--- config.mk ---
export PLATFORM = sky130hd
export DESIGN_NAME = regfile_param
export DESIGN_NICKNAME = d
export VERILOG_FILES = /design/src/rtl/regfile_pkg.sv /design/src/rtl/regfile_readport.sv /design/src/rtl/regfile_param.sv
export SDC_FILE = /design/constraint.sdc
export NUM_CORES = 2
export LEC_CHECK = 0
export ABC_AREA = 0
export CAP_MARGIN = 20
export CORE_ASPECT_RATIO = 0.7
export CORE_UTILIZATION = 63
export DETAILED_ROUTE_END_ITERATION = 6
export GPL_TIMING_DRIVEN = 0
export PLACE_DENSITY = 0.91
export REMOVE_ABC_BUFFERS = 1
export SYNTH_ARGS = -nofsm -noshare
export SYNTH_HDL_FRONTEND = slang
export SYNTH_SLANG_ARGS = --single-unit
--- constraint.sdc ---
create_clock -name Clk -period 4.1 [get_ports Clk]
set_clock_uncertainty 0.2 [all_clocks]
set_input_delay 0.41 -clock Clk [delete_from_list [all_inputs] [get_ports Clk]]
set_output_delay 0.41 -clock Clk [all_outputs]
set_load 0.02 [all_outputs]
--- src/rtl/regfile_pkg.sv ---
// regfile_pkg: types and constants shared by the parameterised register file.
//   state_t       controller states (CLEAR zeroes storage, READY accepts writes)
//   DEF_WIDTH     default data bits per register
//   DEF_ADDR_BITS default address bits (DEPTH = 2**ADDR_BITS)
package regfile_pkg;

    typedef enum logic {
        CLEAR = 1'b0,
        READY = 1'b1
    } state_t;

    localparam int DEF_WIDTH     = 32;
    localparam int DEF_ADDR_BITS = 5;

endpackage

--- src/rtl/regfile_readport.sv ---
// regfile_readport: one combinational read port of the register file.
// Ports:
//   regs       storage array snapshot (all registers)
//   read_addr  register selected by this port
//   busy       clear sequence running; forces read_data to zero
//   write_en   a write is being accepted this cycle (already gated by READY)
//   write_addr address of the write in flight
//   write_data data of the write in flight
//   read_data  selected register, write-through bypassed, zero-register aware
module regfile_readport
    import regfile_pkg::*;
#(
    parameter int WIDTH     = DEF_WIDTH,
    parameter int ADDR_BITS = DEF_ADDR_BITS,
    parameter int ZERO_REG  = 1
) (
    input  logic [WIDTH-1:0]     regs [2**ADDR_BITS],
    input  logic [ADDR_BITS-1:0] read_addr,
    input  logic                 busy,
    input  logic                 write_en,
    input  logic [ADDR_BITS-1:0] write_addr,
    input  logic [WIDTH-1:0]     write_data,
    output logic [WIDTH-1:0]     read_data
);

    // Priority, lowest to highest: stored value, same-cycle bypass,
    // hardwired zero register, clear/reset blanking.
    always_comb begin
        read_data = regs[read_addr];
        if (write_en && (read_addr == write_addr)) begin
            read_data = write_data;
        end
        if ((ZERO_REG != 0) && (read_addr == '0)) begin
            read_data = '0;
        end
        if (busy) begin
            read_data = '0;
        end
    end

endmodule

--- src/rtl/regfile_param.sv ---
// regfile_param: parameterised multi-read-port register file with a
// self-clearing controller. After reset release (or a Clear request) the
// controller zeroes one register per cycle; writes are ignored and reads
// return zero until every register has been cleared.
// Ports:
//   Clk           clock, all state on rising edge
//   ResetN        asynchronous active-low reset (control only, not storage)
//   Clear         synchronous request to restart the clear sequence
//   RegWrite      write enable
//   WriteRegister write address
//   WriteData     write data
//   ReadRegister  NREAD flattened read addresses, port k at [k*ADDR_BITS +: ADDR_BITS]
//   ReadData      NREAD flattened read data, port k at [k*WIDTH +: WIDTH]
//   Busy          high while the clear sequence runs
module regfile_param
    import regfile_pkg::*;
#(
    parameter int WIDTH     = DEF_WIDTH,
    parameter int ADDR_BITS = DEF_ADDR_BITS,
    parameter int NREAD     = 2,
    parameter int ZERO_REG  = 1
) (
    input  logic                       Clk,
    input  logic                       ResetN,
    input  logic                       Clear,
    input  logic                       RegWrite,
    input  logic [ADDR_BITS-1:0]       WriteRegister,
    input  logic [WIDTH-1:0]           WriteData,
    input  logic [NREAD*ADDR_BITS-1:0] ReadRegister,
    output logic [NREAD*WIDTH-1:0]     ReadData,
    output logic                       Busy
);

    localparam int DEPTH = 2**ADDR_BITS;

    state_t               state;
    state_t               state_next;
    logic [ADDR_BITS-1:0] count;
    logic [ADDR_BITS-1:0] count_next;
    logic [WIDTH-1:0]     regs [DEPTH];
    logic                 write_ok;
    logic                 store_ok;

    always_comb begin
        state_next = state;
        count_next = count;
        case (state)
            CLEAR: begin
                if (Clear) begin
                    count_next = '0;
                end else if (count == '1) begin
                    // Last register is zeroed on this edge.
                    state_next = READY;
                    count_next = '0;
                end else begin
                    count_next = count + 1'b1;
                end
            end
            READY: begin
                if (Clear) begin
                    state_next = CLEAR;
                    count_next = '0;
                end
            end
            default: begin
                state_next = CLEAR;
                count_next = '0;
            end
        endcase
    end

    // Busy is registered alongside the state so it always equals (state == CLEAR).
    always_ff @(posedge Clk or negedge ResetN) begin
        if (!ResetN) begin
            state <= CLEAR;
            count <= '0;
            Busy  <= 1'b1;
        end else begin
            state <= state_next;
            count <= count_next;
            Busy  <= (state_next == CLEAR);
        end
    end

    assign write_ok = (state == READY) && RegWrite;
    assign store_ok = write_ok && !((ZERO_REG != 0) && (WriteRegister == '0));

    // Storage has no reset; it is zeroed only by the clear sequence.
    always_ff @(posedge Clk) begin
        if (state == CLEAR) begin
            regs[count] <= '0;
        end else if (store_ok) begin
            regs[WriteRegister] <= WriteData;
        end
    end

    for (genvar k = 0; k < NREAD; k++) begin : g_read
        regfile_readport #(
            .WIDTH     (WIDTH),
            .ADDR_BITS (ADDR_BITS),
            .ZERO_REG  (ZERO_REG)
        ) u_port (
            .regs       (regs),
            .read_addr  (ReadRegister[k*ADDR_BITS +: ADDR_BITS]),
            .busy       (Busy),
            .write_en   (write_ok),
            .write_addr (WriteRegister),
            .write_data (WriteData),
            .read_data  (ReadData[k*WIDTH +: WIDTH])
        );
    end

endmodule

==> results of run 1 <==
==> cells by family after synthesis <==
kind of cell,share of synthesized area (%)
adder cells (fa/ha/maj),0.106
multiplexers,20.0
XOR/XNOR,0.148
AO/OA/AOI/OAI,19.4
flip-flops,52.2
buffers and inverters,3.87
AND/OR/NAND/NOR,4.22
==> metrics by stage <==
stage / instances / setup slack (ns) / util (%) / TNS, ns
3_5_place_dp: 5245 / -1.78 / 69.4 / -1241.46
3_3_place_gp: 5072 / -22.18 / 64.5 / -
2_1_floorplan: 3722 / -1.36 / - / -709.36
4_1_cts: 5446 / 0.00418 / 73.8 / 0
==> what timing repair did <==
action,in CTS
gates cloned,20
pin swaps,10
endpoints found under the setup margin,956
gates resized for setup,81
hold buffers,1
endpoints found under the hold margin,6
setup buffers,14
==> per-layer routing <==
layer	GRT overflow	GRT usage, %
met1	2	71.7
met2	9	78.4
met3	3	68.0
met4	17	62.7
met5	1	46.3
==> results.ini, run 1 <==
[outcome]
status = did not finish
haltStage = global routing
error = [ERROR GRT-0232] Routing congestion too high. Check the congestion heatmap in the GUI.

[clocking]
cts_buffers = 93
cts_sinks = 1031
cts_max_level = 3
root_buffer = clkbuf_16
ctsLongestPathBuffers = 3

[grt]
antenna_found_initial = 52
grt_remaining_overflow = 32
grt_usage_pct = 70.8
grt_max_degree = 81

[synthesis]
synthTopCellsByCount = 1024 x edfxtp_1, 848 x a22o_1, 439 x mux4_2
yosys.area.top_type = edfxtp_1
synth.area.top_cells = edfxtp_1 52%, mux4_2 17%, a22o_1 13%
ys_ff_latch = 1031
synth_edf_count = 1024
yosysMostFrequentCell = edfxtp_1
synth.distinct_cells = 50
synthCells = 4252
yosys.area.top_type_share_pct = 51.9
ys_warn_count = 0
synth_ff_type = edfxtp_1
seq_area_frac_synth_pct = 52.2
synth_area_per_cell_um2 = 13.9
synthArstFlopShare_pct = 0.679
netlist_area_um2 = 59200

[placed_design]
place.gp.congestion = 0.948
port_buffers = 115
postPlaceCellArea_um2 = 64200
dpl.hpwl_um = 150000

[timing]
postGrtWorstEndpoint = ReadData[15]
worst_endpoint_kind = primary output

[floorplan]
ios = 116
die_w_um = 368
rows = 93
die_h_um = 258
start_util_pct = 64.0

==> run 2: changes to the inputs <==
CORE_ASPECT_RATIO = unset   (was 0.7)
CORE_UTILIZATION = 40   (was 63)
PLACE_DENSITY = unset   (was 0.91)
PLACE_DENSITY_LB_ADDON = 0.15   (was unset)
==> run 2 against run 1 <==
- the flow now finishes, with violations (setup timing)
- synthesized cell count unchanged
- area after synthesis did not move
==> results.ini, run 2 <==
[final_layout]
multiInputGateArea_um2 = 27600
area_growth_pct = 22.0
layout_common_cells = 1024 x edfxtp_1, 848 x a22o_1, 439 x mux4_2, 267 x nand2_1, 261 x o21ai_0
finalNetCount = 4326
largest_reg_flops = 1024
top_regs = regs (1024), count (5)
layout_commonest_cell = edfxtp_1
top_register = regs
fillers = 12241
layout-drive-gt1-share_pct = 26.0
regArea_um2 = 30900

[outcome]
status = complete, but fails checks  ; was did not finish
violations = setup timing

[grt]
antenna_found_initial = 16
grt_max_degree = 78
grt_pass1_vias = 44305
grt_remaining_overflow = 0
grt_usage_pct = 34.1
grt_pass1_wl_um = 362000

[placed_design]
port_buffers = 115  ; unchanged
dpl.hpwl_um = 167000  ; was 150000 um
dp_slack_ns = -1.43  ; was -1.78 ns
place.gp.congestion = 0.827  ; was 0.948

[route]
wl_per_cell_um = 42.0
ant_nets = 0
wl_met3_um = 40500
wl_met1_um = 97000
routed_via_density = 7.53
vias = 47348
remaining_drc_errors = 0
firstDrtPassIters = 6
wirelength_um = 264000
top_layer = met5
wl_met2_um = 113000
drt_iter0_markers = 7784

[setup_path]
startpoint_type = primary input
crit_fanout = 10
critical_path_class = primary input to output pin
arrival_ns = 3.50
endpoint_kind = output pin
cp.required_ns = 3.49

[floorplan]
start_util_pct = 40.5  ; was 64.0%
coreArea_um2 = 146000
ios = 116  ; unchanged
die_h_um = 387  ; was 258 um
die_area_um2 = 150000
die_w_um = 387  ; was 368 um
rows = 140  ; was 93

[synthesis]
yosysMostFrequentCell = edfxtp_1  ; unchanged
synth_ff_type = edfxtp_1  ; unchanged
yosys.area.top_type_share_pct = 51.9  ; unchanged
synthCells = 4252  ; unchanged
synth_edf_count = 1024  ; unchanged
synthTopCellsByCount = 1024 x edfxtp_1, 848 x a22o_1, 439 x mux4_2  ; unchanged
ys_ff_latch = 1031  ; unchanged
yosys.area.top_type = edfxtp_1  ; unchanged
synthArstFlopShare_pct = 0.679  ; unchanged
synth.distinct_cells = 50  ; unchanged
synth.area.top_cells = edfxtp_1 52%, mux4_2 17%, a22o_1 13%  ; unchanged
synth_area_per_cell_um2 = 13.9  ; unchanged
ys_warn_count = 0  ; unchanged
seq_area_frac_synth_pct = 52.2  ; unchanged
netlist_area_um2 = 59200  ; unchanged

[timing]
fin_ws_ns = -0.00613
drv_slew = 0
fin_crit_ns = 4.11
slew_headroom_pct = 23.1
finalSetupTns_ns = -0.00725
setup_viol = 2
timing.final.crit_share_pct = 100
max_freq_mhz = 244
worst_pin_slew_ns = 1.15
hold_viol_final = 0

[hold_path]
min_path_type = primary input to flop

[clocking]
path_clk_slew_ns = 0.06
cts_max_level = 3  ; unchanged
ctsLongestPathBuffers = 3  ; unchanged
clk_latency_ns = 0.76
cts_buffers = 119  ; was 93
root_buffer = clkbuf_16  ; unchanged
cts_sinks = 1031  ; unchanged
cts_tree = built

[power_and_ir_drop]
power_w = 0.0301
leakagePower_nw = 27.8
powerDensity_nw_per_um2 = 416
peakVddDrop_v = 0.000345

[job]
max-cap-violations = 0

-- run 2: cell counts after synthesis --
No cell type changed its count.
-- run 2: path summary, 6_finish.rpt --
check / startpoint / endpoint / slack [ns] / depth (start not counted)
min: Clear / count[3] / 0.20 / 2
max: ReadRegister[9] / ReadData[40] / -0.006 / 9
max in group asynchronous: ResetN / Busy / 2.94 / 2
min in group asynchronous: ResetN / count[1] / 0.45 / 2
max reg2reg: count[0] / regs[427] / 0.54 / 7
min reg2reg: regs[17] / regs[17] / 0.38 / 2
-- run 2: timing repair --
item	in CTS	in global routing
gates cloned	12	5
setup endpoints to repair	164	141
gates resized for setup	151	35
buffers inserted	20	20
hold buffers	1	0
endpoints found under the hold margin	6	0
pin swaps	9	10
-- run 2: cell families after synthesis --
logic type / synth area share [%]
adders and majority gates: 0.106
buffers and inverters: 3.87
and+or+nand+nor: 4.22
muxes: 20.0
AOI/OAI and AO/OA: 19.4
xor gates and xnor gates: 0.148
DFF: 52.2
-- run 2: stage by stage --
step	utilization [%]	cell area (um^2)	cells	hold WS [ns]
floorplan	-	56900	3722	-0.0856
global placement	41.4	60500	5754	0.350
finish	49.4	72200	6288	0.201
CTS	49.0	71600	6251	0.142
global route	49.4	72200	6285	0.182
detailed placement	45.8	67000	6001	0.366
-- run 2: power by group --
part / internal (W) / switching, W / total (W)
logic: 0.00272 / 0.00217 / 0.00489
clock network: 0.00599 / 0.00465 / 0.0106
registers: 0.0134 / 0.00116 / 0.0145
-- run 2: cell type report --
class | instances | area share [%]
clock buffers | 154 | 4.42
diodes | 5 | 0.0173
repair buffers | 427 | 10.4
inverters | 7 | 0.0364
flip-flops and latches | 1031 | 42.8
well taps | 1917 | 3.32
clock inverters | 63 | 0.724
multi-input cells | 2684 | 38.2
-- run 2: worst max-delay path: stages --
cell and delay (ns):
clkdlybuf4s15_2 0.40, buf_8 0.27, nand2b_1 0.46, buf_8 0.25, o221ai_1 0.15, nor2_1 0.62
nor4b_4 0.15, nor2_1 0.14, clkdlybuf4s50_1 0.61
-- run 2: layer usage --
metal  vias to the layer above  track usage, %
met2                      4297            49.6
met1                     24378            46.2
met5                         -               0
li1                      17849               -
met4                        12            13.7
met3                       812            12.4
Power figures use the tool's default switching activity.
